--- src/rtl/image_blitter.sv ---
// Streams an IMG_W x IMG_H image out of a 1-cycle-latency RAM onto a VGA pixel port.
// Each pixel is placed at (x0,y0)+(col,row) and may be clipped or colour-keyed.
module image_blitter #(
  parameter int unsigned IMG_W      = 320,
  parameter int unsigned IMG_H      = 240,
  parameter int unsigned SCREEN_W   = 320,
  parameter int unsigned SCREEN_H   = 240,
  parameter bit          KEY_EN     = 1'b0,
  parameter logic [7:0]  KEY_COLOUR = 8'h00
) (
  input  logic        clock,
  input  logic        resetn,
  input  logic        start,
  input  logic [8:0]  x0,
  input  logic [7:0]  y0,
  output logic [16:0] rdaddress,
  input  logic [7:0]  q,
  output logic [8:0]  x,
  output logic [7:0]  y,
  output logic [7:0]  colour,
  output logic        plot,
  output logic        busy,
  output logic        done
);

  localparam int unsigned AW    = 17;
  localparam int unsigned SW    = AW + 1;
  localparam int unsigned PIX_N = IMG_W * IMG_H;

  localparam logic [AW-1:0] PENULT_ADDR = AW'(PIX_N - 2);
  localparam logic [AW-1:0] COL_MAX     = AW'(IMG_W - 1);
  localparam bit            SINGLE_PIX  = (PIX_N == 1);

  typedef enum logic [1:0] {IDLE, READ, DRAIN} state_t;

  state_t          state;
  logic [8:0]      x0_r;
  logic [7:0]      y0_r;
  logic [AW-1:0]   col;
  logic [AW-1:0]   row;
  logic            a_valid;
  logic            a_last;

  logic            b_valid;
  logic            b_last;
  logic [AW-1:0]   b_col;
  logic [AW-1:0]   b_row;

  logic [SW-1:0]   x_sum;
  logic [SW-1:0]   y_sum;
  logic            on_screen;
  logic            keyed;

  // Address generator and control FSM; col/row track rdaddress without a multiply.
  always_ff @(posedge clock or negedge resetn) begin
    if (!resetn) begin
      state     <= IDLE;
      rdaddress <= '0;
      x0_r      <= '0;
      y0_r      <= '0;
      col       <= '0;
      row       <= '0;
      a_valid   <= 1'b0;
      a_last    <= 1'b0;
      busy      <= 1'b0;
    end else begin
      case (state)
        IDLE: begin
          a_valid <= 1'b0;
          a_last  <= 1'b0;
          if (start) begin
            x0_r      <= x0;
            y0_r      <= y0;
            rdaddress <= '0;
            col       <= '0;
            row       <= '0;
            a_valid   <= 1'b1;
            a_last    <= SINGLE_PIX;
            busy      <= 1'b1;
            state     <= SINGLE_PIX ? DRAIN : READ;
          end
        end
        READ: begin
          rdaddress <= rdaddress + AW'(1);
          a_valid   <= 1'b1;
          a_last    <= (rdaddress == PENULT_ADDR);
          if (col == COL_MAX) begin
            col <= '0;
            row <= row + AW'(1);
          end else begin
            col <= col + AW'(1);
          end
          if (rdaddress == PENULT_ADDR) begin
            state <= DRAIN;
          end
        end
        DRAIN: begin
          a_valid <= 1'b0;
          a_last  <= 1'b0;
          if (done) begin
            busy  <= 1'b0;
            state <= IDLE;
          end
        end
        default: begin
          state   <= IDLE;
          a_valid <= 1'b0;
          a_last  <= 1'b0;
          busy    <= 1'b0;
        end
      endcase
    end
  end

  // Delay col/row one cycle so they line up with q from the RAM.
  always_ff @(posedge clock or negedge resetn) begin
    if (!resetn) begin
      b_valid <= 1'b0;
      b_last  <= 1'b0;
      b_col   <= '0;
      b_row   <= '0;
    end else begin
      b_valid <= a_valid;
      b_last  <= a_valid && a_last;
      b_col   <= col;
      b_row   <= row;
    end
  end

  // Screen position is formed wider than the ports so off-screen pixels never wrap.
  always_comb begin
    x_sum     = SW'(x0_r) + SW'(b_col);
    y_sum     = SW'(y0_r) + SW'(b_row);
    on_screen = (x_sum < SW'(SCREEN_W)) && (y_sum < SW'(SCREEN_H));
    keyed     = KEY_EN && (q == KEY_COLOUR);
  end

  // Pixel output stage; x/y/colour hold between draws.
  always_ff @(posedge clock or negedge resetn) begin
    if (!resetn) begin
      x      <= '0;
      y      <= '0;
      colour <= '0;
      plot   <= 1'b0;
      done   <= 1'b0;
    end else begin
      plot <= b_valid && on_screen && !keyed;
      done <= b_last;
      if (b_valid) begin
        x      <= x_sum[8:0];
        y      <= y_sum[7:0];
        colour <= q;
      end
    end
  end

endmodule

--- config.mk ---
export PLATFORM = sky130hd
export DESIGN_NAME = image_blitter
export DESIGN_NICKNAME = d
export VERILOG_FILES = /design/src/rtl/image_blitter.sv
export SDC_FILE = /design/constraint.sdc
export NUM_CORES = 1
export LEC_CHECK = 0
export ABC_AREA = 1
export BUFFER_PORTS_ARGS = -buffer_cell sky130_fd_sc_hd__clkbuf_2
export CORE_MARGIN = 2
export CORE_UTILIZATION = 54
export CTS_BUF_LIST = sky130_fd_sc_hd__clkbuf_8 sky130_fd_sc_hd__clkbuf_16
export DETAILED_ROUTE_END_ITERATION = 16
export PLACE_DENSITY = 0.77
export RECOVER_POWER = 25
export SYNTH_ARGS = -nofsm -noshare
export SYNTH_HDL_FRONTEND = slang
export SYNTH_SLANG_ARGS = --single-unit
export TNS_END_PERCENT = 50
--- constraint.sdc ---
create_clock -name clock -period 1.7 [get_ports clock]
set_input_delay 0.34 -clock clock [delete_from_list [all_inputs] [get_ports clock]]
set_output_delay 0.34 -clock clock [all_outputs]
set_load 0.05 [all_outputs]
Word-level counts from Yosys, hierarchy flattened
Index checks and enable logic that the tools add are counted.
{"block": "totals", "ff_bits": 136, "in_bits": 28}
{"block": "classes", "n_addsub": 5, "order_cmp": 2, "eq_ne": 8, "muxes": 16, "bitwise": 1, "n_reduce_logical": 10}
{"op": "17-bit case mux with 2 select lines", "count": 3}
{"op": "17-bit by 1-bit adder with 17-bit output (second input constant)", "count": 3}
{"op": "17-bit 2-to-1 mux", "count": 3}
{"op": "8-bit by 17-bit adder with 18-bit output", "count": 1}
{"op": "9-bit by 17-bit adder with 18-bit output", "count": 1}
{"op": "18-bit by 8-bit less-than comparator with 1-bit output (second input constant)", "count": 1}
{"op": "18-bit by 9-bit less-than comparator with 1-bit output (second input constant)", "count": 1}
{"op": "17-bit equality test (second input constant)", "count": 1}
{"op": "17-bit by 9-bit equality test with 1-bit output (second input constant)", "count": 1}
{"op": "3-bit AND reduction", "count": 3}
{"op": "2-bit != test (second input constant)", "count": 4}
{"op": "2-bit 2-to-1 mux", "count": 3}
{"op": "2-bit case mux with 3 select lines", "count": 1}
{"op": "1-bit 2-to-1 mux", "count": 4}
{"op": "2-bit AND reduction", "count": 2}
{"op": "1-bit logical AND", "count": 3}
{"op": "1-bit case mux with 3 select lines", "count": 1}
{"op": "2-bit by 1-bit equality test with 1-bit output (second input constant)", "count": 1}
{"op": "2-bit equality test (second input constant)", "count": 1}
{"op": "2-bit zero test", "count": 1}
{"op": "1-bit case mux with 2 select lines", "count": 1}
{"op": "2-bit nonzero test", "count": 1}
{"op": "1-bit NOT", "count": 1}

Depth between registers and ports, before layout
{"block": "logic_depth", "ltp_word": 4, "depth_mapped": 14}

Worst setup path before layout
No wires, ideal clock.
{"block": "synth_path", "kind": "register -> register", "from": "register y0_r[0]", "to": "register plot", "setup_ns": 0.071, "arrival_time_ns": 1.795, "slack_ns": -0.166, "stages_incl_launch_ff": 14, "n_path_buf": 0, "path_cell_list": "dfrtp_1 > ha_1 > fa_1 > nand2_1 > nand2_1 > nand3_2 > nand2_2 > nand2_1 > nand3_1 > nor2_1 > nand2_1 > nor2_1 > nand3_1 > nor2_1"}
{"block": "synth_via", "elab_chain_len": 4}
{"item": "start: declaration", "line": "38", "text": "logic [7:0] y0_r;"}
{"item": "start signal: assignment", "line": "73", "text": "y0_r <= y0;"}
{"item": "8-bit by 17-bit adder with 18-bit output", "line": "133", "text": "y_sum = SW'(y0_r) + SW'(b_row);"}
{"item": "18-bit by 8-bit less-than comparator with 1-bit output", "line": "134", "text": "on_screen = (x_sum < SW'(SCREEN_W)) && (y_sum < SW'(SCREEN_H));"}
{"item": "1-bit logical AND", "line": "134"}
{"item": "1-bit logical AND", "line": "147", "text": "plot <= b_valid && on_screen && !keyed;"}
{"item": "end signal: assignment", "line": "147"}
{"item": "end: declaration", "line": "21", "text": "output logic plot,"}
No other way between the ends.
A chain may end at the register's enable or synchronous reset.

Worst setup path after layout
Same ends and word-level chain as after synthesis.

==> results.toml <==
[cells_and_area]
antennaDiodeCount = 0
seqCellArea_sq_um = 3410
fin_nets = 1157
drive_gt1_share_pct = 26.8
areaGrowthSynthToFinish_pct = 31.3
finalCoreUtilization_pct = 72.7
fillers = 955
multiInputGateArea_sq_um = 3770
final_cells = 1295

[grt]
antenna_found_initial = 0
grtUsageTotal_pct = 25.7
grt-ovfl-total = 0
grt_pass1_wl_mm = 29.5
grt_max_degree = 51
grt_pass1_vias = 6374

[setup_path]
cp-startpoint = "y0_r[0]$_DFFE_PN0P_"
worstSetupPathType = "register to register"
cp_max_fo = 3
cp-end-kind = "register"
rr_startpoint = "y0_r[0]$_DFFE_PN0P_"
worst_ep_required_time_ns = 2.06
crit_arrival_ns = 2.35
critPathLaunchType = "register"

[placement]
dp_cells = 1236
dp_hpwl_mm = 12.4
portBuffers = 72
gp_congestion = 0.923

[timing]
worst_slack_ns = -0.289
finalCriticalPeriod_ns = 1.99
rsz0062_at_grt = "true"
max_freq_ghz = 0.503
final-setup-viol-count = 23
max_slew_margin_pct = 38.5
finalMaxSlewViolations = 0
hold_violations = 0
finClkSkew_ns = 0.00650
worst_pin_slew_ns = 0.922
period_share_pct = 117

[clock_network]
clkSlewWorstSetupHoldPaths_ns = 0.06
cts_tree = "done"
cts_buffers = 17
cts.sinks = 136
cts-root-buf = "clkbuf_16"
clk_path_buf_depth = 2
h-tree-depth = 4
insertion_delay_ns = 0.43

[yosys]
synth_nets = 990
ys_warn_count = 0
synth-edff-count = 0
ys_seq_area_share_pct = 46.4
synth-seq-cells = 136
yosys_most_used_dff = "dfrtp_1"
synth.avg_cell_area_sq_um = 7.81
synthDistinctLibCells = 46
async_flop_share_pct = 100
synth_cells = 939
syn-cell-area_sq_um = 7330

[power]
p_leak_nw = 4.96
p_total_w = 0.00741
power_density_nw_per_um2 = 770
peakVddDrop_mv = 0.511

[flow_run]
drv_cap = 0

[route]
wl_mm = 18.7
drcViolationCount = 0
ant_nets = 0
first_pass_iters = 5
routedWlPerCell_um = 14.5
drtIter0Drc = 476
viasPerCell = 5.27
vias = 6828

[floorplanning]
row_count = 42
die_w_um = 121
dieArea_sq_um = 14500
die_h_um = 121
ios = 73
coreArea_sq_um = 13200
start_util_pct = 55.4

[min_path]
hp-class = "input pin to register"
min_from = "x0[3]"

[outcome]
status = "finished, violations left"
violations = "setup timing"
[critical path: stages, from the launching register on]
cell and delay [ns]:
dfrtp_1 0.39, ha_2 0.20, fa_2 0.35, nand2_2 0.10, a21oi_1 0.11, xnor2_1 0.27
nor2_1 0.08, nand2_1 0.07, nand2_1 0.06, nor2_2 0.10, nand3_1 0.07, nor2_1 0.11
[metrics by stage]
stage | setup TNS, ns | instance area, sq um | setup WS, ns | hold slack, ns
2_1_floorplan | -0.178 | 7340 | -0.127 | 0.0444
3_3_place_gp | -0.241 | 8370 | -0.208 | 0.251
3_5_place_dp | -0.580 | 8370 | -0.288 | 0.258
4_1_cts | -0.314 | 9150 | -0.203 | 0.0927
5_1_grt | -4.38 | 9630 | -0.452 | 0.115
6_report | -1.38 | 9630 | -0.289 | 0.103
[kinds of logic after synthesis]
| group | count (synthesis) | synth area share, % |
|---|---|---|
| flip-flops | 136 | 46.4 |
| AND/OR/NAND/NOR | 541 | 33.0 |
| XOR/XNOR | 20 | 2.39 |
| adder cells (fa/ha/maj) | 23 | 4.13 |
| AO/OA/AOI/OAI | 87 | 6.74 |
| buffers and inverters | 132 | 7.30 |
[cells in the mapped netlist (3+ instances only)]
cell,number,area (sq um)
a21oi_1,19,95.1
nand4_1,10,62.6
nor4_1,3,18.8
o22ai_1,5,31.3
nand3_1,75,375
inv_1,109,409
nor3_2,4,40.0
a31oi_1,5,31.3
o21ai_1,8,40.0
ha_1,21,263
nor2_2,7,43.8
clkbuf_1,9,33.8
nor2_1,74,278
xnor2_1,4,35.0
nor3_1,17,85.1
nor2_4,4,45.0
buf_2,3,15.0
o21ai_0,36,180
o31ai_1,6,45.0
nand3_2,7,70.1
dfrtp_1,136,3400
xor2_1,16,140
inv_2,5,18.8
nand2_2,5,31.3
nand2_1,319,1200
nand3b_1,7,52.6
[cells in the final DEF, fill, tap and decap left out, drive strengths merged]
cell type | Yosys | final
a31oi | 5 | 5
dfrtp | 136 | 136
o21a | 1 | 1
a211oi | 1 | 1
or2 | 2 | 2
fa | 2 | 2
buf | 6 | 81
xnor2 | 4 | 4
bufinv | 0 | 5
a21oi | 21 | 21
nand2 | 326 | 326
nor4 | 5 | 5
xor2 | 16 | 16
o31ai | 6 | 6
o22ai | 5 | 5
a22oi | 1 | 1
nand4 | 12 | 12
inv | 117 | 120
clkinv | 0 | 5
dlygate4sd3 | 0 | 1
clkbuf | 9 | 98
o21ai | 44 | 44
a21boi | 1 | 1
a211o | 1 | 1
nand3b | 7 | 7
ha | 21 | 21
nor3 | 21 | 21
nand3 | 82 | 82
a22o | 1 | 1
nor2 | 86 | 86
clkinvlp | 0 | 2
[repair_timing]
action | in CTS | in global routing
hold endpoints to repair | 31 | 0
setup endpoints to repair | 7 | 26
cloned | 0 | 2
gates resized for setup | 26 | 75
pin swaps | 14 | 23
buffers inserted | 2 | 22
hold buffers | 1 | 0
[cell type report]
type / count / area share, %
timing repair inverter: 1 / 0.0910
clock inverter: 14 / 2.13
multi-input combinational: 671 / 39.2
timing repair buffer: 162 / 11.6
sequential: 136 / 35.4
clock buffer: 18 / 4.56
inverter: 117 / 4.74
tap: 176 / 2.29
[state kept, by name, summed over array words and instances, names as in the netlist]
| name | cells |
|---|---|
| busy | 1 |
| b_col | 17 |
| row | 17 |
| a_valid | 1 |
| colour | 8 |
| done | 1 |
| y | 8 |
| b_last | 1 |
| x | 9 |
| b_row | 17 |
| plot | 1 |
| col | 17 |
| x0_r | 9 |
| b_valid | 1 |
| y0_r | 8 |
| a_last | 1 |
| rdaddress | 17 |
| state | 2 |
[routing by layer]
layer	global-route usage, %	up-vias	wire length (um)
li1	-	3347	-
met1	32.2	3178	7930
met2	43.4	243	9250
met3	5.00	60	933
met4	11.2	0	614
met5	0	-	0
[where the power goes]
| part | switching (W) | total, W | internal (W) | leakage [nW] |
|---|---|---|---|---|
| clock | 0.00137 | 0.00400 | 0.00262 | 0.319 |
| sequential | 0.00000473 | 0.00325 | 0.00325 | 1.61 |
| combinational | 0.000114 | 0.000159 | 0.0000445 | 3.03 |
| total | 0.00149 | 0.00741 | 0.00592 | 4.96 |
[final timing paths]
kind                                        endpoint  slack [ns]  depth (start not counted)
setup / recovery                      plot$_DFF_PN0_       -0.29                         11
max in group asynchronous  rdaddress[13]$_DFFE_PN0P_        0.20                          3
hold reg to reg                       done$_DFF_PN0_        0.37                          0
hold / removal                   x0_r[3]$_DFFE_PN0P_        0.10                          3
setup reg to reg                      plot$_DFF_PN0_       -0.29                         11
min in group asynchronous           x[5]$_DFFE_PN0P_        0.59                          2
Note: power is estimated with default switching activity, not from simulation.
